`config.mk`:
```
export PLATFORM = sky130hd
export DESIGN_NAME = tlc_request_ctrl_flat
export DESIGN_NICKNAME = d
export VERILOG_FILES = /design/src/rtl/tlc_request_ctrl_if.sv /design/src/rtl/tlc_request_ctrl.sv /design/src/flat_wrapper.sv
export SDC_FILE = /design/constraint.sdc
export NUM_CORES = 1
export LEC_CHECK = 0
export CORE_ASPECT_RATIO = 0.8
export CORE_MARGIN = 3
export CORE_UTILIZATION = 48
export DETAILED_ROUTE_END_ITERATION = 10
export PLACE_DENSITY = 0.73
export SLEW_MARGIN = 20
export SYNTH_ARGS = -nofsm -noshare
export SYNTH_HDL_FRONTEND = slang
export SYNTH_SLANG_ARGS = --single-unit
```
`constraint.sdc`:
```
create_clock -name Clk -period 3 [get_ports Clk]
set_input_delay 0.6 -clock Clk [delete_from_list [all_inputs] [get_ports Clk]]
set_output_delay 0.6 -clock Clk [all_outputs]
set_load 0.02 [all_outputs]
```
`src/rtl/tlc_request_ctrl_if.sv`:
```
`default_nettype none
// ============================================================================
//  Module   : tlc_request_ctrl_if
//  Brief    : Bundle between the traffic-light FSM side and the request
//             front-end. Carries the counter, sensor and debug signals.
//             The pedestrian pair exists only when TLC_PED_REQUEST_EN is defined.
//  Revision : 1.0  initial release
// ============================================================================
interface tlc_request_ctrl_if #(
    parameter int COUNT_W = 31
);
    logic               RstCount;
    logic [2:0]         fsmState;
    logic               farmRaw;
    logic [COUNT_W-1:0] Count;
    logic               farmSensor;
    logic               farmFiltered;
    logic [1:0]         reqState;
`ifdef TLC_PED_REQUEST_EN
    logic               pedButton;
    logic               pedWalk;
`endif

    // FSM side: drives the controls, observes the results
    modport master (
        output RstCount, fsmState, farmRaw,
`ifdef TLC_PED_REQUEST_EN
        output pedButton,
        input  pedWalk,
`endif
        input  Count, farmSensor, farmFiltered, reqState
    );

    // Request front-end side
    modport slave (
        input  RstCount, fsmState, farmRaw,
`ifdef TLC_PED_REQUEST_EN
        input  pedButton,
        output pedWalk,
`endif
        output Count, farmSensor, farmFiltered, reqState
    );
endinterface
`default_nettype wire

```
`src/rtl/tlc_request_ctrl.sv`:
```
`default_nettype none
// ============================================================================
//  Module   : tlc_request_ctrl
//  Brief    : Front-end sequencer for the traffic-light FSM: saturating cycle
//             counter, farm sensor synchroniser + debouncer, and a request
//             latch that turns a short car pulse into a farm-green request.
//             Optional macro TLC_PED_REQUEST_EN adds a pedestrian button.
//  Revision : 1.0  initial release
// ============================================================================
module tlc_request_ctrl #(
    parameter int COUNT_W         = 31,
    parameter int DEBOUNCE_CYCLES = 500000,
    parameter int DB_W            = 20
) (
    input  logic                  Clk,
    input  logic                  Rst,
    tlc_request_ctrl_if.slave     bus
);

    // Debounce states; bit 1 doubles as the filtered level
    localparam logic [1:0] c_DB_STABLE_LO = 2'b00;
    localparam logic [1:0] c_DB_ARM_HI    = 2'b01;
    localparam logic [1:0] c_DB_STABLE_HI = 2'b10;
    localparam logic [1:0] c_DB_ARM_LO    = 2'b11;

    // Request states
    localparam logic [1:0] c_REQ_NO      = 2'b00;
    localparam logic [1:0] c_REQ_PENDING = 2'b01;
    localparam logic [1:0] c_REQ_SERVING = 2'b10;

    // Traffic FSM states of interest
    localparam logic [2:0] c_S0 = 3'b000;
    localparam logic [2:0] c_S1 = 3'b001;
    localparam logic [2:0] c_S4 = 3'b100;

    localparam logic [DB_W-1:0]    c_DB_LAST   = DB_W'(DEBOUNCE_CYCLES - 1);
    localparam logic [DB_W-1:0]    c_DB_ONE    = DB_W'(1);
    localparam logic [COUNT_W-1:0] c_COUNT_MAX = '1;

    logic [COUNT_W-1:0] count_q;
    logic               sync1_q, sync2_q;
    logic [1:0]         db_q, db_d;
    logic [DB_W-1:0]    dbc_q, dbc_d;
    logic [1:0]         req_q, req_d;
    logic               farm_sensor_q, farm_sensor_d;
    logic               filtered;
    logic               ped_rise;

    assign filtered = db_q[1];

    // Saturating cycle counter; a clear always wins over saturation
    always_ff @(posedge Clk or posedge Rst) begin
        if (Rst)                     count_q <= '0;
        else if (bus.RstCount)       count_q <= '0;
        else if (count_q != c_COUNT_MAX) count_q <= count_q + 1'b1;
    end

    // Two-flop synchroniser on the asynchronous farm sensor
    always_ff @(posedge Clk or posedge Rst) begin
        if (Rst) begin
            sync1_q <= 1'b0;
            sync2_q <= 1'b0;
        end else begin
            sync1_q <= bus.farmRaw;
            sync2_q <= sync1_q;
        end
    end

`ifdef TLC_PED_REQUEST_EN
    logic ped1_q, ped2_q, ped3_q;

    // Synchronise the button and keep one extra stage for rise detection
    always_ff @(posedge Clk or posedge Rst) begin
        if (Rst) begin
            ped1_q <= 1'b0;
            ped2_q <= 1'b0;
            ped3_q <= 1'b0;
        end else begin
            ped1_q <= bus.pedButton;
            ped2_q <= ped1_q;
            ped3_q <= ped2_q;
        end
    end

    assign ped_rise    = ped2_q & ~ped3_q;
    assign bus.pedWalk = (req_q == c_REQ_SERVING) && (bus.fsmState == c_S4);
`else
    assign ped_rise = 1'b0;
`endif

    // Debounce next state: a new level must persist DEBOUNCE_CYCLES samples
    always_comb begin
        db_d  = db_q;
        dbc_d = dbc_q;
        case (db_q)
            c_DB_STABLE_LO: if (sync2_q) begin
                db_d  = c_DB_ARM_HI;
                dbc_d = c_DB_ONE;
            end
            c_DB_ARM_HI: begin
                if (!sync2_q)                db_d  = c_DB_STABLE_LO;
                else if (dbc_q == c_DB_LAST) db_d  = c_DB_STABLE_HI;
                else                         dbc_d = dbc_q + 1'b1;
            end
            c_DB_STABLE_HI: if (!sync2_q) begin
                db_d  = c_DB_ARM_LO;
                dbc_d = c_DB_ONE;
            end
            default: begin
                if (sync2_q)                 db_d  = c_DB_STABLE_HI;
                else if (dbc_q == c_DB_LAST) db_d  = c_DB_STABLE_LO;
                else                         dbc_d = dbc_q + 1'b1;
            end
        endcase
    end

    // Request latch: armed only in S1 (or by the ped button), served in S4,
    // released when the FSM returns to S0
    always_comb begin
        req_d = req_q;
        case (req_q)
            c_REQ_NO:      if ((filtered && (bus.fsmState == c_S1)) || ped_rise)
                               req_d = c_REQ_PENDING;
            c_REQ_PENDING: if (bus.fsmState == c_S4) req_d = c_REQ_SERVING;
            c_REQ_SERVING: if (bus.fsmState == c_S0) req_d = c_REQ_NO;
            default:       req_d = c_REQ_NO;
        endcase
    end

    // While serving, pass the live level so the FSM can end farm green early
    always_comb begin
        farm_sensor_d = 1'b0;
        if (req_q == c_REQ_PENDING)      farm_sensor_d = 1'b1;
        else if (req_q == c_REQ_SERVING) farm_sensor_d = filtered;
    end

    // State registers for debounce, request and sensor output
    always_ff @(posedge Clk or posedge Rst) begin
        if (Rst) begin
            db_q          <= c_DB_STABLE_LO;
            dbc_q         <= '0;
            req_q         <= c_REQ_NO;
            farm_sensor_q <= 1'b0;
        end else begin
            db_q          <= db_d;
            dbc_q         <= dbc_d;
            req_q         <= req_d;
            farm_sensor_q <= farm_sensor_d;
        end
    end

    assign bus.Count        = count_q;
    assign bus.farmFiltered = filtered;
    assign bus.reqState     = req_q;
    assign bus.farmSensor   = farm_sensor_q;

endmodule
`default_nettype wire

```
`src/flat_wrapper.sv`:
```
// flat-port wrapper written by rule: the top's interface ports become plain ports
module tlc_request_ctrl_flat 
#(
    parameter int COUNT_W         = 31,
    parameter int DEBOUNCE_CYCLES = 500000,
    parameter int DB_W            = 20
)
  (Clk, Rst, bus_RstCount, bus_fsmState, bus_farmRaw, bus_Count, bus_farmSensor, bus_farmFiltered, bus_reqState);
  tlc_request_ctrl_if #(.COUNT_W(COUNT_W)) bus_i ();
  input  logic Clk;
  input  logic Rst;
  input wire logic [$bits(bus_i.RstCount)-1:0] bus_RstCount;
  input wire logic [$bits(bus_i.fsmState)-1:0] bus_fsmState;
  input wire logic [$bits(bus_i.farmRaw)-1:0] bus_farmRaw;
  output wire logic [$bits(bus_i.Count)-1:0] bus_Count;
  output wire logic [$bits(bus_i.farmSensor)-1:0] bus_farmSensor;
  output wire logic [$bits(bus_i.farmFiltered)-1:0] bus_farmFiltered;
  output wire logic [$bits(bus_i.reqState)-1:0] bus_reqState;
  assign bus_i.RstCount = bus_RstCount;
  assign bus_i.fsmState = bus_fsmState;
  assign bus_i.farmRaw = bus_farmRaw;
  assign bus_Count = bus_i.Count;
  assign bus_farmSensor = bus_i.farmSensor;
  assign bus_farmFiltered = bus_i.farmFiltered;
  assign bus_reqState = bus_i.reqState;
  tlc_request_ctrl #(.COUNT_W(COUNT_W), .DEBOUNCE_CYCLES(DEBOUNCE_CYCLES), .DB_W(DB_W)) u_core (.Clk(Clk), .Rst(Rst), .bus(bus_i));
endmodule
```
==> summary.md, run 1 <==
| Metric | Value |
|---|---|
| Post-synth ARST share | 100% |
| Post-DP HPWL | around 5.6 mm |
| RSZ-0062 raised after global routing | false |
| Area added between synthesis and finish | 20.0% |
| Die span in x | about 100 microns |
| Max_cap viols | 0 |
| Number of inserted diodes | 0 |
| Number of antenna violations at the first check in global routing | 0 |
| Number of buffers created by CTS | 9 |
| Share of post-route cells with drive strength above 1 | 7.09% |
| Maximum vdd drop | 0.214 mV |
| Insertion delay to the later sink of the worst-skew pair | 0.34 ns |
| Number of enable-type register cells in the synthesized netlist | 0 |
| Data required time of the worst path | 3.23 ns |
| Max Clock Skew | 0.00572 ns |
| CTS clock-pin slew for the worst setup and hold paths | around 0.06 ns |
| Part of the total power dissipated in the clock network | 28.9% |
| Cell Area, Synth | 3290 sq um |
| Top cell type's share of synthesized area | around 44% |
| Highest clock rate | slightly below 400 MHz |
| Sort of element at the start of the critical path | register |
| Fraction of power consumed by combinational cells | 28.8% |
| Placeable core region | 6510 sq um |
| Vias in the first global route | 2,834 |
| Fin Setup TNS | 0 ns |
| Via density | 6.03 |
| Synthesis-stage register bit count | 58 |
| Number of max-slew violations in the final report | 0 |
| Post-placement cell count | 477 |
| Post-synthesis sequential area ratio | around 44% |
| First-pass GRT wire length | approximately 14 mm |
| Warnings from Yosys | 0 |
| Peak fanout along the critical path | 13 |
| Number of top-level design ports | 42 |
| Routed wire length per instance | 16.1 microns |
| Height of the die | around 80 microns |
| Final cycle utilization of the critical path | about 85% |
| Count of unresolved DRC violations after routing | 0 |
| Master cell of the clock root buffer | clkbuf_8 |
| Number of hold buffers added after CTS | 0 |
| Number of nets in the finished design | around 420 |
| Result of the run | finished, final reports clean |
| Critical Path Sink Type | register |
| Leading cell type in the layout, fill and taps excluded | dfrtp_1 |
| DIE AREA | slightly below 8000 sq um |
| Violation count after the first detailed-routing iteration | around 270 |
| Sw Pwr | 755 uW |
| Setup Fix Bufs, Post-CTS | 0 |
| Worst slew margin relative to its limit | about two fifths |
| Design internal power | 1.40 mW |
| Measured slew at the worst slew-check pin | 0.876 ns |
| Count of vias placed by the detailed router | 2,971 |
| Congestion Overflow GR | 0 |
| Top_reg_cell synth | dfrtp_1 |
| Average footprint of a synthesized cell | 9.12 sq um |
| First-pass DRT Iterations | 4 |
| FP Rows | 26 |
| Number of standard cells in the layout, taps in and fillers out | 493 |
| Most area-hungry cell type in the Yosys netlist | dfrtp_1 |
| Commonest non-fill, non-tap cells in the layout | dfrtp_1, nor2_1, clkdlybuf4s50_1, nand2_1, a21oi_1 |
| Post-synthesis cell count | 361 |
| CTS tree | built |
| Total wire length after detailed routing | 7.95 mm |
| TritonCTS Sinks | 58 |
| Crit path arrival time | roughly 2.8 ns |
| Setup Viol. Count Final | 0 |
| Filler cell count | 568 |
| Total nets after synthesis | around 370 |
| Total routing resource utilization after global routing | 21.3% |
| Top cells by area, synth | dfrtp_1, nor2_1, a21oi_1 |
| Leakage dissipation | around 1.6 nW |
| CTS-repair resized insts | 0 |
| Final GP Congestion | 0.933 |
| Remaining number of nets flagged by the antenna check after routing | 0 |
| Switch share | 35.0% |
| Number of distinct standard cells referenced by the synthesized netlist | 62 |
| Maximum number of pins on one net before global-route repair | 59 |
| Type of the most critical hold path | reg -> reg |
| # H-tree levels | 3 |
| Port bufs | 41 |
| Count of final hold-check violations | 0 |
| Power density cells | 546 nW/um^2 |
| Starting utilization of the core area | 50.6% |
| Sequential share of power | 42.2% |
| Clock period minus worst slack | 2.54 ns |
| Buffers from clock root to sink, at most | 2 |
| Worst setup path category | reg -> reg |
-- through the flow --
| step | hold slack, ns | setup WS (ns) | power (mW) | util [%] | instance area (sq um) |
|---|---|---|---|---|---|
| after floorplan | 0.331 | 0.739 | 1.36 | - | 3290 |
| after global placement | 0.336 | 0.590 | 1.51 | 58.2 | 3780 |
| after detailed placement | 0.345 | 0.484 | 1.54 | 58.2 | 3780 |
| after CTS | 0.361 | 0.460 | 2.17 | 60.7 | 3950 |
| after global routing | 0.375 | 0.231 | 2.30 | 60.7 | 3950 |
| final | 0.366 | 0.464 | 2.15 | 60.7 | 3950 |
-- kinds of logic after synthesis --
kind of cell               count (synthesis)  share of synthesized area, %
AOI/OAI and AO/OA                         77                          15.4
xor gates and xnor gates                  15                          3.99
adders and majority gates                  5                          1.90
buffers and inverters                     21                          2.66
DFF                                       58                          44.1
muxes                                      7                          2.32
and+or+nand+nor                          178                          29.6
-- worst paths after layout --
path | from | to | slack [ns] | depth (start not counted)
max | u_core.bus.Count[7] | u_core.bus.Count[1] | 0.46 | 5
max in group asynchronous | Rst | u_core.bus.Count[0] | 2.11 | 3
max reg2reg | u_core.bus.Count[7] | u_core.bus.Count[1] | 0.46 | 5
min reg2reg | u_core.sync1_q | u_core.sync2_q | 0.37 | 0
min | u_core.sync1_q | u_core.sync2_q | 0.37 | 0
min in group asynchronous | Rst | u_core.bus.Count[12] | 0.64 | 3
-- cell type report --
class,count,area [sq um],share of cell area [%]
clock inverters,3,15.0,0.380
multi-input cells,282,1750,44.4
inverters,10,37.5,0.951
repair buffers,43,438,11.1
clock buffers,13,149,3.77
well taps,84,105,2.66
flip-flops and latches,58,1450,36.8
-- routing by layer --
metal / track usage, % / up-vias / wire (microns)
met1: 30.4 / 1457 / 4040
met3: 6.16 / 7 / 390
met4: 6.96 / 0 / 79
li1: - / 1433 / -
met2: 31.0 / 74 / 3440
met5: 0 / - / 0
-- power groups by stage --
stage	combinational [mW]	sequential, mW	clock [mW]
floorplan	0.414	0.944	0
global placement	0.592	0.919	0
detailed placement	0.620	0.924	0
CTS	0.623	0.910	0.640
global route	0.695	0.923	0.680
finish	0.621	0.910	0.623
-- cells in the mapped netlist, types with 9 or more instances --
library cell   n
o21ai_0       12
or3_1          9
nor2_1        44
nand3_1       16
a21oi_1       23
dfrtp_1       58
inv_1         10
nand2_1       27
nand4_1       17
-- state kept, by name, indices dropped and copies added (netlist names), named ones only --
signal                 flops
u_core.bus.Count          31
u_core.bus.farmSensor      1
u_core.bus.reqState        2
u_core.db_q                1
u_core.dbc_q              20
u_core.sync1_q             1
u_core.sync2_q             1
-- worst max-delay path, stage by stage, from the launching register on --
cell	delay (ns)
dfrtp_1	0.47
nand4_2	0.20
or4_1	0.72
nor4_4	0.70
mux2i_1	0.27
nor2_1	0.06
Note: power is estimated with default switching activity, not from simulation.
==> run 2, diff against run 1 <==
Settings changed: PLACE_DENSITY 0.73 to 0.75.
Clock period 3 ns to 2.03 ns, I/O delays scaled along.
==> summary.md, run 2 (same netlist as run 1, synthesis figures left out) <==
| Metric | Value |
|---|---|
| Maximum number of pins on one net before global-route repair | 30 (-49%) |
| Largest register FFs | 31 (unchanged) |
| Maximum vdd drop | 0.387 mV (+81%) |
| Non-Filler Cell Area, Final | 4620 sq um (+17%) |
| Die span in x | 98.6 microns (unchanged) |
| Highest-delay cell along the critical path | or3_4 |
| Setup Viol. Count Final | 1 (+1) |
| DIE AREA | 7890 sq um (unchanged) |
| Starting utilization of the core area | 50.6% (unchanged) |
| Via density | 5.80 (-3.7%) |
| Type of the most critical hold path | reg -> reg |
| Total routing resource utilization after global routing | 22.6% (+1.3 points) |
| Master cell of the clock root buffer | clkbuf_8 |
| Leading cell type in the layout, fill and taps excluded | buf_4 |
| Final cycle utilization of the critical path | 100% (+16 points) |
| Peak fanout along the critical path | 4 (-9) |
| Number of max-slew violations in the final report | 0 (unchanged) |
| Post-placement cell count | 540 (+13%) |
| Violation count after the first detailed-routing iteration | 250 (-8.1%) |
| Leakage dissipation | 1.93 nW (+24%) |
| Clock period minus worst slack | 2.04 ns (-0.499 ns) |
| Buffers from clock root to sink, at most | 2 (unchanged) |
| Highest clock rate | 491 MHz (+25%) |
| TritonCTS Sinks | 58 (unchanged) |
| Worst setup path category | reg -> reg |
| Number of standard cells in the layout, taps in and fillers out | 561 (+14%) |
| PnR worst setup slack | -0.00662 ns (-0.471 ns) |
| Measured slew at the worst slew-check pin | 0.510 ns (-0.365 ns) |
| RSZ-0062 raised after global routing | true |
| CTS clock-pin slew for the worst setup and hold paths | 0.07 ns (about the same) |
| CTS tree | built |
| Kind of cell adding the most delay to the critical path | simple AND/OR/NAND/NOR gates |
| Result of the run | finished, violations left |
| Congestion Overflow GR | 0 (unchanged) |
| Commonest non-fill, non-tap cells in the layout | buf_4, dfrtp_1, nor2_1, clkdlybuf4s50_1, nand2_1 |
| FP Rows | 26 (unchanged) |
| Power density cells | 772 nW/um^2 (+42%) |
| Vias in the first global route | 2,987 (+5.4%) |
| Failing checks | negative setup slack |
| Max Clock Skew | 0.00922 ns (+0.00349 ns) |
| Remaining number of nets flagged by the antenna check after routing | 0 (unchanged) |
| Critical Path Sink Type | register |
| Crit path arrival time | 2.30 ns (-0.47 ns) |
| Worst slew margin relative to its limit | 65.9% (+25 points) |
| Sort of element at the start of the critical path | register |
| Number of top-level design ports | 42 (unchanged) |
| # H-tree levels | 3 (unchanged) |
| Number of antenna violations at the first check in global routing | 0 (unchanged) |
| Crit path buf inv count | 1 (+1) |
| Height of the die | 80.1 microns (unchanged) |
| Insertion delay to the later sink of the worst-skew pair | 0.33 ns (about the same) |
| Count of final hold-check violations | 0 (unchanged) |
| Port bufs | 41 (unchanged) |
| Area added between synthesis and finish | 40.3% |
| Max_cap viols | 0 (unchanged) |
| Number of hold buffers added after CTS | 0 (unchanged) |
| Final GP Congestion | 0.919 (-1.5%) |
| Post-placement cell area | 4300 sq um (+14%) |
| Routed wire length per instance | 15.5 microns (-3.9%) |
| Placeable core region | 6510 sq um (unchanged) |
| First-pass DRT Iterations | 4 (unchanged) |
| Count of vias placed by the detailed router | 3,255 (+9.6%) |
| Total wire length after detailed routing | 8.69 mm (+9.3%) |
| Share of post-route cells with drive strength above 1 | 28.5% (+21 points) |
| Post-DP HPWL | 6.41 mm (+15%) |
| Count of unresolved DRC violations after routing | 0 (unchanged) |
| First-pass GRT wire length | 14.4 mm (+6.8%) |
| Filler cell count | 489 (-14%) |
| Cell chain of the critical path | nand4_1, or3_4, a311o_1, buf_4, or3_1, a21oi_1 |
| Number of buffers created by CTS | 9 (unchanged) |
| Number of nets in the finished design | 484 (+16%) |
| Data required time of the worst path | 2.29 ns (-0.94 ns) |
| Max incr delay on CP | 0.44 ns (-0.28 ns) |
| Number of inserted diodes | 0 (unchanged) |
## run 2: cell count changes in the layout (fill, tap and decap cells not counted), moves of 3 or more
cell and change:
nor2_1 -3, dfrtp_1 -15, buf_4 +68, nor2_2 +3, dfrtp_2 +15
## run 2: area by class of cell
type	instances	area, sq um	share of cell area, %
clock inverter	3	40.0	0.867
timing repair buffer	111	948	20.5
sequential	58	1470	31.8
clock buffer	13	149	3.22
inverter	10	37.5	0.813
tap	84	105	2.28
multi-input combinational	282	1870	40.5
## run 2: per-stage QoR
| stage | setup WS (ns) | power [mW] | util (%) | hold WS [ns] | TNS [ns] |
|---|---|---|---|---|---|
| finish | -0.00662 | 3.57 | 71.0 | 0.362 | -0.00662 |
| global route | -0.0924 | 3.79 | 71.0 | 0.381 | -0.199 |
| CTS | 0.00201 | 3.55 | 69.4 | 0.362 | 0 |
| detailed placement | -0.0471 | 2.48 | 66.1 | 0.342 | -0.0558 |
| global placement | -0.0103 | 2.44 | 66.1 | 0.332 | -0.0103 |
| floorplan | -0.00556 | 2.07 | - | 0.331 | -0.0111 |
## run 2: worst paths after layout
check / from / to / slack (ns) / cells past startpoint
worst max register to register: u_core.bus.Count[4] / u_core.bus.Count[25] / -0.007 / 6
worst min register to register: u_core.sync1_q / u_core.sync2_q / 0.36 / 0
max in group asynchronous: Rst / u_core.bus.Count[12] / 1.09 / 3
worst max-delay path: u_core.bus.Count[4] / u_core.bus.Count[25] / -0.007 / 6
worst min-delay path: u_core.sync1_q / u_core.sync2_q / 0.36 / 0
min in group asynchronous: Rst / u_core.sync1_q / 0.37 / 2
## run 2: power by group
part	total, mW	internal [mW]	switching, mW	leakage [nW]
Combinational	1.18	0.543	0.637	1.07
Clock	1.05	0.598	0.451	0.0974
Sequential	1.34	1.25	0.0875	0.766
## run 2: what timing repair did
item                       in CTS  in global routing
setup buffers                   2                  3
resized for setup               6                 21
pin swaps                       1                  6
setup endpoints to repair       7                 32
## run 2: worst reg2reg max path: cells and delay by family, from the launching register on
kind / cells / cell delay, ns
AO/OA/AOI/OAI: 2 / 0.46
flip-flops: 1 / 0.37
buffers and inverters: 1 / 0.17
AND/OR/NAND/NOR: 3 / 0.96
## run 2: routing by layer
metal,track usage [%],up-vias,share of wire (%)
met4,6.55,0,1.2
met2,34.2,104,44
met3,5.30,14,6.2
met5,0,-,0
met1,32.4,1564,48
li1,-,1573,-
==> run 3, diff against run 2 <==
Settings changed: CORE_UTILIZATION 48 to 50, PLACE_DENSITY 0.75 to 0.78, TNS_END_PERCENT from default to 5.
==> summary.md, run 3 (same netlist as run 1, synthesis figures left out) <==
| Metric | Value |
|---|---|
| Total wire length after detailed routing | 9.19 mm (+5.6%) |
| Register-to-Register Setup Slack | 0.04 ns (+0.05 ns) |
| Insertion delay to the later sink of the worst-skew pair | 0.34 ns (about the same) |
| Fin Setup TNS | 0 ns (+0.00662 ns) |
| Data required time of the worst path | 2.29 ns (about the same) |
| Total routing resource utilization after global routing | 25.3% (+2.7 points) |
| PnR worst setup slack | 0.0422 ns (+0.0488 ns) |
| Cell chain of the critical path | and4_2, and3_1, a311o_1, or4_1, a21oi_1 |
| Port bufs | 41 (unchanged) |
| Commonest non-fill, non-tap cells in the layout | buf_4, dfrtp_1, nor2_1, clkdlybuf4s50_1, nand2_1 |
| Violation count after the first detailed-routing iteration | 189 (-24%) |
| CTS clock-pin slew for the worst setup and hold paths | 0.07 ns (about the same) |
| Hold path endpoint | u_core.sync2_q |
| Post-placement worst setup slack | -0.0153 ns (+0.0318 ns) |
| Post-DP HPWL | 6.73 mm (+5.1%) |
| Launch point of the worst reg-to-reg path | u_core.bus.Count[21] |
| Max incr delay on CP | 0.43 ns (about the same) |
| First-pass GRT wire length | 15.5 mm (+7.4%) |
| Highest-delay cell along the critical path | a311o_1 |
| RSZ-0062 raised after global routing | true |
| Kind of cell adding the most delay to the critical path | simple AND/OR/NAND/NOR gates |
| Starting utilization of the core area | 53.7% (+3.1 points) |
| Measured slew at the worst slew-check pin | 0.507 ns (-0.00292 ns) |
| Crit path arrival time | 2.25 ns (-0.05 ns) |
| Final GP Congestion | 0.910 (-1.0%) |
| Die span in x | 96.7 microns (-1.9%) |
| Maximum vdd drop | 0.480 mV (+24%) |
| FP Rows | 25 (-3.8%) |
| First-pass DRT Iterations | 5 (+1) |
| Terminus of the critical flop-to-flop path | u_core.bus.Count[27] |
| Leading cell type in the layout, fill and taps excluded | buf_4 |
| Design internal power | 2.47 mW (+3.1%) |
| Setup Viol. Count Final | 0 (-1) |
| Setup Fix Bufs, Post-CTS | 0 (-2) |
| Filler cell count | 447 (-8.6%) |
| Number of nets in the finished design | 484 (unchanged) |
| Count of unresolved DRC violations after routing | 0 (unchanged) |
| Total power | 3.70 mW (+3.6%) |
| Sort of element at the start of the critical path | register |
| TritonCTS Sinks | 58 (unchanged) |
| DIE AREA | 7600 sq um (-3.7%) |
| Clock period minus worst slack | 1.99 ns (-0.0488 ns) |
| Count of vias placed by the detailed router | 3,326 (+2.2%) |
| Sequential share of power | 36.2% (-1.3 points) |
| Fraction of power consumed by combinational cells | 34.3% (+1.2 points) |
| Worst setup path category | reg -> reg |
| Peak fanout along the critical path | 6 (+2) |
| Vias in the first global route | 3,133 (+4.9%) |
| Highest clock rate | 503 MHz (+2.5%) |
| Max Clock Skew | 0.00773 ns (-0.00148 ns) |
| Congestion Overflow GR | 0 (unchanged) |
| Max_cap viols | 0 (unchanged) |
| Final cycle utilization of the critical path | 97.9% (-2.4 points) |
| Via density | 5.96 (+2.7%) |
| Area of the multi-input gates | 1810 sq um (-3.4%) |
| Share of post-route cells with drive strength above 1 | 24.1% (-4.4 points) |
| Master cell of the clock root buffer | clkbuf_8 |
| Sw Pwr | 1.23 mW (+4.7%) |
| Worst slew margin relative to its limit | 66.0% (+0.20 points) |
| # H-tree levels | 3 (unchanged) |
| Type of the most critical hold path | reg -> reg |
| Area added between synthesis and finish | 38.4% |
| Count of final hold-check violations | 0 (unchanged) |
| Routed wire length per instance | 16.5 microns (+6.2%) |
| Height of the die | 78.6 microns (-1.9%) |
| Power density cells | 811 nW/um^2 (+5.1%) |
| Number of top-level design ports | 42 (unchanged) |
| CTS tree | built |
| Critical Path Sink Type | register |
| Number of max-slew violations in the final report | 0 (unchanged) |
| Worst r2r path cells | 5 (-1) |
| Result of the run | finished, final reports clean |
| Hold_sp | u_core.sync1_q |
| Leakage dissipation | 1.92 nW (-0.57%) |
| Buffers from clock root to sink, at most | 2 (unchanged) |
| Final cell utilization of the core | 74.3% (+3.3 points) |
| Placeable core region | 6130 sq um (-5.8%) |
| Number of inserted diodes | 0 (unchanged) |
| Storage cell area | 1460 sq um (-0.60%) |
| Number of buffers created by CTS | 9 (unchanged) |
| Maximum number of pins on one net before global-route repair | 28 (-6.7%) |
| Switch share | 33.3% (+0.34 points) |
| Largest register FFs | 31 (unchanged) |
| Crit path buf inv count | 0 (-1) |
| Part of the total power dissipated in the clock network | 29.6% (+0.2 points) |
| Remaining number of nets flagged by the antenna check after routing | 0 (unchanged) |
| Depth of the worst hold-timing path | 0 (unchanged) |
| Number of antenna violations at the first check in global routing | 0 (unchanged) |
## run 3: worst max-delay path by stage
stage | slack [ns] | startpoint | endpoint | depth (start not counted)
2_1_floorplan | -0.09 | register | u_core.dbc_q[12] | 9
3_3_place_gp | 0.007 | register | u_core.dbc_q[17] | 7
3_5_place_dp | -0.02 | register | u_core.dbc_q[17] | 7
4_1_cts | 0.0002 | u_core.bus.Count[1] | u_core.bus.Count[27] | 6
5_1_grt | -0.07 | u_core.bus.Count[28] | u_core.bus.Count[15] | 5
6_report | 0.04 | u_core.bus.Count[21] | u_core.bus.Count[27] | 5
## run 3: routing by layer
layer  vias to the layer above  share of wire [%]  GRT usage, %
met3                        14                8.7          7.90
met2                       146                 44          37.1
met4                         0                1.4          9.26
li1                       1565                  -             -
met5                         -                  0             0
met1                      1601                 46          35.2
## run 3: power by group through the flow
stage	clock network, mW	registers [mW]	logic [mW]
floorplan	0	1.40	0.615
global placement	0	1.35	1.13
detailed placement	0	1.35	1.19
CTS	1.11	1.33	1.20
global route	1.17	1.35	1.39
finish	1.09	1.34	1.27
## run 3: layout make-up
type / instances / share of cell area (%)
Clock buffer: 14 / 3.57
Multi-Input combinational cell: 282 / 39.6
Inverter: 10 / 0.824
Sequential cell: 58 / 32.1
Timing Repair Buffer: 111 / 20.9
Tap cell: 81 / 2.22
Clock inverter: 2 / 0.769
## run 3: worst reg2reg max path, stage by stage (launching register included)
cell and delay, ns:
dfrtp_1 0.41, and4_2 0.29, and3_1 0.21, a311o_1 0.43, or4_1 0.42, a21oi_1 0.15
## run 3: through the flow
| step | instance area (sq um) | std cells | hold WS, ns |
|---|---|---|---|
| after detailed placement | 4300 | 542 | 0.336 |
| after CTS | 4510 | 558 | 0.351 |
| after global placement | 4300 | 542 | 0.334 |
| after floorplan | 3300 | 361 | 0.331 |
| final | 4560 | 558 | 0.354 |
| after global routing | 4560 | 558 | 0.355 |
## run 3: repair_timing
action                     in CTS  in global routing
hold endpoints to repair        0                  0
setup endpoints to repair       6                 35
resized for setup               3                 13
hold buffers                    0                  0
pin swaps                       0                  2
